<file path="config.mk">
export PLATFORM = sky130hd
export DESIGN_NAME = alu_serial_seq
export DESIGN_NICKNAME = d
export VERILOG_FILES = /design/src/rtl/alu_seq_pkg.sv /design/src/rtl/alu_seq_shreg.sv /design/src/rtl/alu_serial_seq.sv
export SDC_FILE = /design/constraint.sdc
export NUM_CORES = 1
export LEC_CHECK = 0
export BUFFER_PORTS_ARGS = -buffer_cell sky130_fd_sc_hd__buf_2
export CORE_AREA = 2 2 79 81
export CTS_CLUSTER_DIAMETER = 150
export DETAILED_ROUTE_END_ITERATION = 10
export DIE_AREA = 0 0 81 83
export PLACE_DENSITY = 0.72
export SLEW_MARGIN = 25
export SYNTH_ARGS = -nofsm -noshare
export SYNTH_HDL_FRONTEND = slang
export SYNTH_HIERARCHICAL = 1
export SYNTH_SLANG_ARGS = --single-unit
</file>
<file path="constraint.sdc">
create_clock -name CLK -period 3.6 [get_ports CLK]
set_input_delay 0.36 -clock CLK [delete_from_list [all_inputs] [get_ports CLK]]
set_output_delay 0.36 -clock CLK [all_outputs]
set_load 0.02 [all_outputs]
</file>
<file path="src/rtl/alu_seq_pkg.sv">
// -----------------------------------------------------------------------------
// alu_seq_pkg
// Shared definitions for the bit-serial ALU sequencer: the slice opcode map,
// the sequencer state encoding and a small opcode classification helper.
// -----------------------------------------------------------------------------
package alu_seq_pkg;

    // Opcode {C1,C2,C3} as understood by the external 1-bit ALU slice.
    localparam logic [2:0] OP_NOR    = 3'b000;
    localparam logic [2:0] OP_NAND   = 3'b001;
    localparam logic [2:0] OP_OR     = 3'b010;
    localparam logic [2:0] OP_AND    = 3'b011;
    localparam logic [2:0] OP_XOR    = 3'b100;
    localparam logic [2:0] OP_XNOR   = 3'b101;
    localparam logic [2:0] OP_ARITH0 = 3'b110;
    localparam logic [2:0] OP_ARITH1 = 3'b111;

    typedef enum logic [1:0] {
        S_IDLE = 2'd0,
        S_RUN  = 2'd1,
        S_DONE = 2'd2
    } state_e;

    // Arithmetic opcodes propagate a carry between bits; logic opcodes do not.
    function automatic logic is_arith(input logic [2:0] op);
        return (op == OP_ARITH0) || (op == OP_ARITH1);
    endfunction

endpackage

</file>
<file path="src/rtl/alu_seq_shreg.sv">
// -----------------------------------------------------------------------------
// alu_seq_shreg
// Operand and result shift registers for the bit-serial ALU. Operands are
// loaded in parallel and shifted right one bit per step so that the current
// bit is always at position 0. The slice result bit is shifted in at the MSB,
// so after WIDTH steps the first computed bit has arrived at bit 0.
//
// Ports
//   clk     : clock, rising edge
//   rst     : synchronous active-high reset
//   load    : capture opa/opb in parallel
//   shift   : advance one bit (operands right, o_bit into result MSB)
//   opa/opb : parallel operand inputs
//   o_bit   : slice result bit for the current step
//   a_bit   : current operand A bit (LSB of the operand register)
//   b_bit   : current operand B bit
//   result  : assembled result word
// -----------------------------------------------------------------------------
module alu_seq_shreg #(
    parameter int WIDTH = 16
) (
    input  logic             clk,
    input  logic             rst,
    input  logic             load,
    input  logic             shift,
    input  logic [WIDTH-1:0] opa,
    input  logic [WIDTH-1:0] opb,
    input  logic             o_bit,
    output logic             a_bit,
    output logic             b_bit,
    output logic [WIDTH-1:0] result
);

    logic [WIDTH-1:0] opa_q, opa_d;
    logic [WIDTH-1:0] opb_q, opb_d;
    logic [WIDTH-1:0] res_q, res_d;

    always_comb begin
        opa_d = opa_q;
        opb_d = opb_q;
        res_d = res_q;
        if (load) begin
            opa_d = opa;
            opb_d = opb;
        end else if (shift) begin
            opa_d = opa_q >> 1;
            opb_d = opb_q >> 1;
            res_d = {o_bit, res_q[WIDTH-1:1]};
        end
    end

    always_ff @(posedge clk) begin
        if (rst) begin
            opa_q <= '0;
            opb_q <= '0;
            res_q <= '0;
        end else begin
            opa_q <= opa_d;
            opb_q <= opb_d;
            res_q <= res_d;
        end
    end

    assign a_bit  = opa_q[0];
    assign b_bit  = opb_q[0];
    assign result = res_q;

endmodule

</file>
<file path="src/rtl/alu_serial_seq.sv">
// -----------------------------------------------------------------------------
// alu_serial_seq
// Sequencer that performs a WIDTH-bit ALU operation one bit per cycle through
// an external combinational 1-bit ALU slice. A request is accepted in IDLE,
// WIDTH RUN cycles drive the slice LSB first, and the result is presented in
// DONE until the consumer takes it.
//
// Ports
//   CLK, RST            : clock (rising edge), synchronous active-high reset
//   REQ_VALID/REQ_READY : request handshake (REQ_READY high only in IDLE)
//   OPA, OPB            : WIDTH-bit operands
//   OPC                 : opcode {C1,C2,C3}
//   SUB                 : subtract select, forwarded to the slice as P
//   A, B, P, CIN,
//   C1, C2, C3          : slice inputs, zero outside RUN
//   O, COUT             : slice result and carry (combinational from inputs)
//   RSP_VALID/RSP_READY : response handshake
//   RESULT, CARRY_OUT   : result word and final carry (0 for logic opcodes)
//   ZERO, OVF           : only with ALU_SEQ_FLAGS_EN defined; result-is-zero
//                         and signed overflow (arithmetic opcodes only)
//
// Build option: define ALU_SEQ_FLAGS_EN to add the ZERO and OVF flag outputs.
// -----------------------------------------------------------------------------
module alu_serial_seq
    import alu_seq_pkg::*;
#(
    parameter int WIDTH = 16
) (
    input  logic             CLK,
    input  logic             RST,
    input  logic             REQ_VALID,
    output logic             REQ_READY,
    input  logic [WIDTH-1:0] OPA,
    input  logic [WIDTH-1:0] OPB,
    input  logic [2:0]       OPC,
    input  logic             SUB,
    output logic             A,
    output logic             B,
    output logic             P,
    output logic             CIN,
    output logic             C1,
    output logic             C2,
    output logic             C3,
    input  logic             O,
    input  logic             COUT,
    output logic             RSP_VALID,
    input  logic             RSP_READY,
    output logic [WIDTH-1:0] RESULT,
    output logic             CARRY_OUT
`ifdef ALU_SEQ_FLAGS_EN
    ,
    output logic             ZERO,
    output logic             OVF
`endif
);

    localparam int CNT_W = (WIDTH > 1) ? $clog2(WIDTH) : 1;
    localparam logic [CNT_W-1:0] LAST_BIT = CNT_W'(WIDTH - 1);

    state_e           state_q, state_d;
    logic [CNT_W-1:0] cnt_q, cnt_d;
    logic             carry_q, carry_d;
    logic [2:0]       opc_q, opc_d;
    logic             sub_q, sub_d;
    logic             carry_out_q, carry_out_d;
`ifdef ALU_SEQ_FLAGS_EN
    logic             zero_q, zero_d;
    logic             ovf_q, ovf_d;
`endif

    logic load;
    logic shift;
    logic a_bit;
    logic b_bit;

    alu_seq_shreg #(
        .WIDTH (WIDTH)
    ) u_shreg (
        .clk    (CLK),
        .rst    (RST),
        .load   (load),
        .shift  (shift),
        .opa    (OPA),
        .opb    (OPB),
        .o_bit  (O),
        .a_bit  (a_bit),
        .b_bit  (b_bit),
        .result (RESULT)
    );

    // NOTE: every signal assigned in this block gets a default first, so no
    // path through the case statement can leave it unassigned (no latches).
    always_comb begin
        state_d     = state_q;
        cnt_d       = cnt_q;
        carry_d     = carry_q;
        opc_d       = opc_q;
        sub_d       = sub_q;
        carry_out_d = carry_out_q;
`ifdef ALU_SEQ_FLAGS_EN
        zero_d      = zero_q;
        ovf_d       = ovf_q;
`endif
        load        = 1'b0;
        shift       = 1'b0;
        A           = 1'b0;
        B           = 1'b0;
        P           = 1'b0;
        CIN         = 1'b0;
        {C1, C2, C3} = 3'b000;

        unique case (state_q)
            S_IDLE: begin
                if (REQ_VALID) begin
                    load    = 1'b1;
                    opc_d   = OPC;
                    sub_d   = SUB;
                    cnt_d   = '0;
                    // Carry-in of bit 0 is SUB: the +1 of two's-complement subtract.
                    carry_d = SUB;
                    state_d = S_RUN;
                end
            end

            S_RUN: begin
                A            = a_bit;
                B            = b_bit;
                P            = sub_q;
                CIN          = carry_q;
                {C1, C2, C3} = opc_q;
                shift        = 1'b1;
                cnt_d        = cnt_q + CNT_W'(1);
                if (is_arith(opc_q)) begin
                    carry_d = COUT;
                end
                if (cnt_q == LAST_BIT) begin
                    state_d     = S_DONE;
                    carry_out_d = is_arith(opc_q) ? COUT : 1'b0;
`ifdef ALU_SEQ_FLAGS_EN
                    // The result word only completes on this edge, so look at
                    // the value being shifted in rather than RESULT itself.
                    zero_d = ({O, RESULT[WIDTH-1:1]} == '0);
                    // carry_q is the carry into the MSB during the last bit.
                    ovf_d  = is_arith(opc_q) ? (carry_q ^ COUT) : 1'b0;
`endif
                end
            end

            S_DONE: begin
                if (RSP_READY) begin
                    state_d = S_IDLE;
                end
            end

            default: begin
                state_d = S_IDLE;
            end
        endcase
    end

    // NOTE: sequential state is updated only with non-blocking assignments so
    // every flop samples the pre-edge value of every other flop.
    always_ff @(posedge CLK) begin
        if (RST) begin
            state_q     <= S_IDLE;
            cnt_q       <= '0;
            carry_q     <= 1'b0;
            opc_q       <= 3'b000;
            sub_q       <= 1'b0;
            carry_out_q <= 1'b0;
`ifdef ALU_SEQ_FLAGS_EN
            zero_q      <= 1'b0;
            ovf_q       <= 1'b0;
`endif
        end else begin
            state_q     <= state_d;
            cnt_q       <= cnt_d;
            carry_q     <= carry_d;
            opc_q       <= opc_d;
            sub_q       <= sub_d;
            carry_out_q <= carry_out_d;
`ifdef ALU_SEQ_FLAGS_EN
            zero_q      <= zero_d;
            ovf_q       <= ovf_d;
`endif
        end
    end

    assign REQ_READY = (state_q == S_IDLE);
    assign RSP_VALID = (state_q == S_DONE);
    assign CARRY_OUT = carry_out_q;
`ifdef ALU_SEQ_FLAGS_EN
    assign ZERO      = zero_q;
    assign OVF       = ovf_q;
`endif

endmodule

</file>
# Word level (Yosys, flattened, before mapping)
# Index checks and enable logic that the tools add are counted.
# totals
word_cells,54
in_bits,42
output_inout_bits,26
ff_bits,60
# classes
n_reduce_logical,10
n_mux,24
addsub,1
n_eq_ne,9
bitwise,1
# op_table
cell,count
$mux 16,4
$mux 1,13
$pmux 4 s2,1
$reduce_and 2->1,4
$eq 3x3->1 const B,2
$mux 2,3
$ne 2x2->1 const B,3
$pmux 2 s3,1
$reduce_and 3->1,2
$add 4x1->4 const B,1
$eq 4x4->1 const B,1
$mux 4,1
$reduce_bool 2->1,2
$eq 2x1->1 const B,1
$eq 2x2->1 const B,1
$logic_not 2->1,1
$ne 2x1->1 const B,1
$pmux 1 s2,1
$logic_or 1x1->1,1
$not 1->1,1

# Logic depth before layout (Yosys ltp)
# depth
depth_word,4
mapped_depth,10
ltp_nobuf,5

# By module
# Netlist, hierarchy kept.
# by_module_without_submodules
mod,seq_area_each_um2,area_each_um2,n_inst,cells_each
alu_seq_shreg,960.9,2228.4,1,211
alu_serial_seq,240.2,604.3,1,70

# Worst setup path before layout
# No wires, ideal clock.
# synth_path
path_kind,flip-flop to flip-flop
from,register state_q[1]
to,register u_shreg.opa_q[12]
setup_ns,0.128
t_required_ns,3.472
synth_period_minus_slack_ns,1.659
slack_ns,1.941
t_arrival_ns,1.531
stages_incl_launch_ff,9
n_path_buf,3
cell_sequence,dfxtp_1 nand2b_4 inv_2 buf_2 buf_6 buf_12 mux2_4 mux2i_1 nor2_1
# synth_between
elab_chain_cells,3
elab_cells_between_ends,6
cone_classes,1 x eq/ne; 3 x mux; 2 x reduce/logical
# synth_rtl
element,line_no,text
start: declaration,alu_serial_seq.sv:60,"state_e state_q, state_d;"
start signal: assignment,alu_serial_seq.sv:176,state_q <= state_d;
$eq 2x1->1,alu_serial_seq.sv:112,unique case (state_q)
$mux 1,alu_serial_seq.sv:112,
net shift,alu_serial_seq.sv:72,logic shift;
$reduce_bool 2->1 (no source line),-,
end signal: assignment,alu_seq_shreg.sv:58,opa_q <= opa_d;
end: declaration,alu_seq_shreg.sv:34,"logic [WIDTH-1:0] opa_q, opa_d;"
# The timed path passes the listed nets, and every way through them passes these cells.
# A chain may end at the register's enable or synchronous reset.

# Worst setup path in the final report
# layout_path
from,register state_q[0]
to,output B
# layout_between
elab_chain_cells,2
# layout_rtl
element,line_no,text
$eq 2x1->1,alu_serial_seq.sv:112,
$mux 1,alu_serial_seq.sv:112,
end: declaration,alu_serial_seq.sv:38,"output logic B,"
# No other way between the ends.

==> flow_summary_export.csv <==
group,metric,value,unit
cts,clock-root-buffer,"clkbuf_8",
cts,numCtsBuffers,9,
finish,fillCellCount,537,
route,met2_wirelength,2440,um
critical_path,worstSetupStartpointType,"register",
timing,worst_slew_pin_slew,0.617,ns
floorplanning,die-area,6720,sq um
logic_synthesis,ys_types,34,
place,port_buffers,67,
place,placed_cell_area,3110,sq um
logic_synthesis,ys_seq_elements,60,
floorplanning,die_h,83,um
logic_synthesis,yosysSeqAreaShare,42.4,%
finish,insertedDiodeCount,0,
floorplanning,core-area,5820,sq um
place,place_congestion,0.823,
critical_path,worstPathMaxFanout,27,
timing,worst_slack,1.07,ns
finish,drive_above_1_share,34.1,%
logic_synthesis,synth_area_per_cell,10.1,sq um
floorplanning,dieWidth,81,um
finish,syn_to_final_growth,15.7,%
route,wl_met3,337,um
flow_run,maxCapViolCount,0,
finish,fin_util,56.3,%
cts,htree_levels,3,
cts,cts_tree,"done",
route,avgRoutedWirePerCell,12.5,um
finish,layout.nets,385,
min_path,hp-class,"input pin to register",
route,final_antenna_net_count,0,
logic_synthesis,synth_area_leaders,"dfxtp_1, mux2_4, mux2i_1",
critical_path,crit_required,3.24,ns
global_routing,grt_max_degree,61,
finish,seq_area,1200,sq um
route,drt_iter0_markers,106,
place,dp_slack,1.39,ns
logic_synthesis,syn-cell-area,2830,sq um
route,wl_met1,2440,um
global_routing,grt_pass1_vias,1972,
timing,hold_viol_final,0,
logic_synthesis,ys_warn_count,6,
route,drc_errors,0,
timing,fin_skew,0.00644,ns
timing,hold_slack,0.275,ns
timing,fin_crit_sh,70.2,%
cts,clock_path_buffers,2,
cts,path_clk_slew,0.06,ns
finish,final_common_cell,"buf_2",
route,viasPerCell,4.89,
timing,setup_viol,0,
timing,layout_min_cycle_time,2.53,ns
finish,final_cell_mix,"buf_2, dfxtp_1, nor2_1, mux2i_1, nand2_1",
cts,clk_latency,0.32,ns
cts,cts_hold_buffers,0,
place,hpwl,3570,um
cts,post_cts_buffers,0,
route,wl,5240,um
global_routing,grt_first_pass_wirelength,8800,um
global_routing,gr-usage-all-layers,16.6,%
pwr,p_leak,1.49,nW
critical_path,worstSetupPathType,"register to primary output",
logic_synthesis,yosys.area.top_type,"dfxtp_1",
timing,max_freq,0.396,GHz
critical_path,cp-end-kind,"primary output",
finish,multiInputGateArea,1430,sq um
cts,post_cts_resized,0,
pwr,power_density,439,nW/um^2
finish,stdcell_area,3280,sq um
global_routing,antenna_found_initial,0,
pwr,vdd_ir_drop_max,0.250,mV
logic_synthesis,synth_nets,324,
floorplanning,rows,28,
floorplanning,pin_count,68,
timing,maxSlewHeadroom,58.9,%
global_routing,grt-ovfl-total,0,
route,dr_total_vias,2057,
status,status,"finished clean",
cts,clock-sinks,60,
critical_path,cp.arrival,2.17,ns
floorplanning,initial_core_util,48.7,%
route,top_layer,"met4",
timing,maxSlewViolCount,0,
logic_synthesis,syn_inst,281,
route,first_pass_iters,4,
timing,tns,0,ns
timing,grt_setup_unrepaired,"no",
logic_synthesis,synth_top_cell_area_share,42.4,%
[state kept, by name, indices dropped and copies added, names as in the netlist]
register / flops
sub_q: 1
state_q: 2
CARRY_OUT: 1
cnt_q: 4
u_shreg/opb_q: 16
carry_q: 1
u_shreg/result: 16
opc_q: 3
u_shreg/opa_q: 16
[layout make-up]
| type | instances | area share [%] |
|---|---|---|
| clock buffers | 13 | 4.85 |
| inverters | 5 | 0.573 |
| repair buffers | 70 | 11.0 |
| multi-input cells | 196 | 43.8 |
| flip-flops and latches | 60 | 36.7 |
| clock inverters | 2 | 0.305 |
| well taps | 75 | 2.86 |
[kinds of logic after synthesis]
family | synth area share (%)
adder cells (fa/ha/maj) | 0.442
flip-flops | 42.4
multiplexers | 28.0
AO/OA/AOI/OAI | 6.01
buffers and inverters | 6.98
AND/OR/NAND/NOR | 16.2
[per-stage QoR]
| step | power (mW) | std cells |
|---|---|---|
| floorplan | 0.911 | 281 |
| global placement | 0.937 | 406 |
| detailed placement | 0.942 | 406 |
| CTS | 1.46 | 421 |
| global route | 1.52 | 421 |
| finish | 1.44 | 421 |
[path summary, 6_finish.rpt]
kind	startpoint	to	slack, ns	cells past startpoint
worst max-delay path	state_q[0]$_SDFFE_PP0P_	B	1.07	5
worst min-delay path	OPC[1]	opc_q[1]$_SDFFE_PP0P_	0.27	3
worst max register to register	state_q[0]$_SDFFE_PP0P_	u_shreg/opb_q[6]$_SDFFE_PP0P_	1.39	6
worst min register to register	u_shreg/result[14]$_SDFFE_PP0P_	u_shreg/result[13]$_SDFFE_PP0P_	0.47	2
[power by group]
part | internal [mW] | total, mW | leakage, nW | switching [mW]
registers | 0.697 | 0.717 | 0.490 | 0.0195
clock network | 0.282 | 0.511 | 0.0893 | 0.229
logic | 0.111 | 0.209 | 0.908 | 0.0982
total | 1.09 | 1.44 | 1.49 | 0.347
[synth_stat cells, drive strengths merged]
master	instances
nor2b	1
dfxtp	60
nor3	1
nor3b	3
a31oi	1
a221oi	1
mux2	30
nand3	5
ha	1
mux2i	35
nand3b	1
nand2	34
clkbuf	6
nor2	41
a22oi	1
a21oi	23
nand2b	3
inv	5
a211oi	1
or3	1
a21o	1
and2	6
and3	2
buf	14
and2b	1
o21bai	1
o21ai	2
[critical path: stages (launching register included)]
cell and delay (ns):
dfxtp_1 0.53, nand2b_4 0.11, inv_2 0.42, buf_4 0.44, and2_1 0.18, buf_2 0.15
[metal layers]
layer  vias up  GRT usage (%)
met5         -              0
met4         0           7.86
met3         4           5.22
met2        50           25.5
met1       943           20.8
li1       1060              -
(Power assumes the default switching activity.)
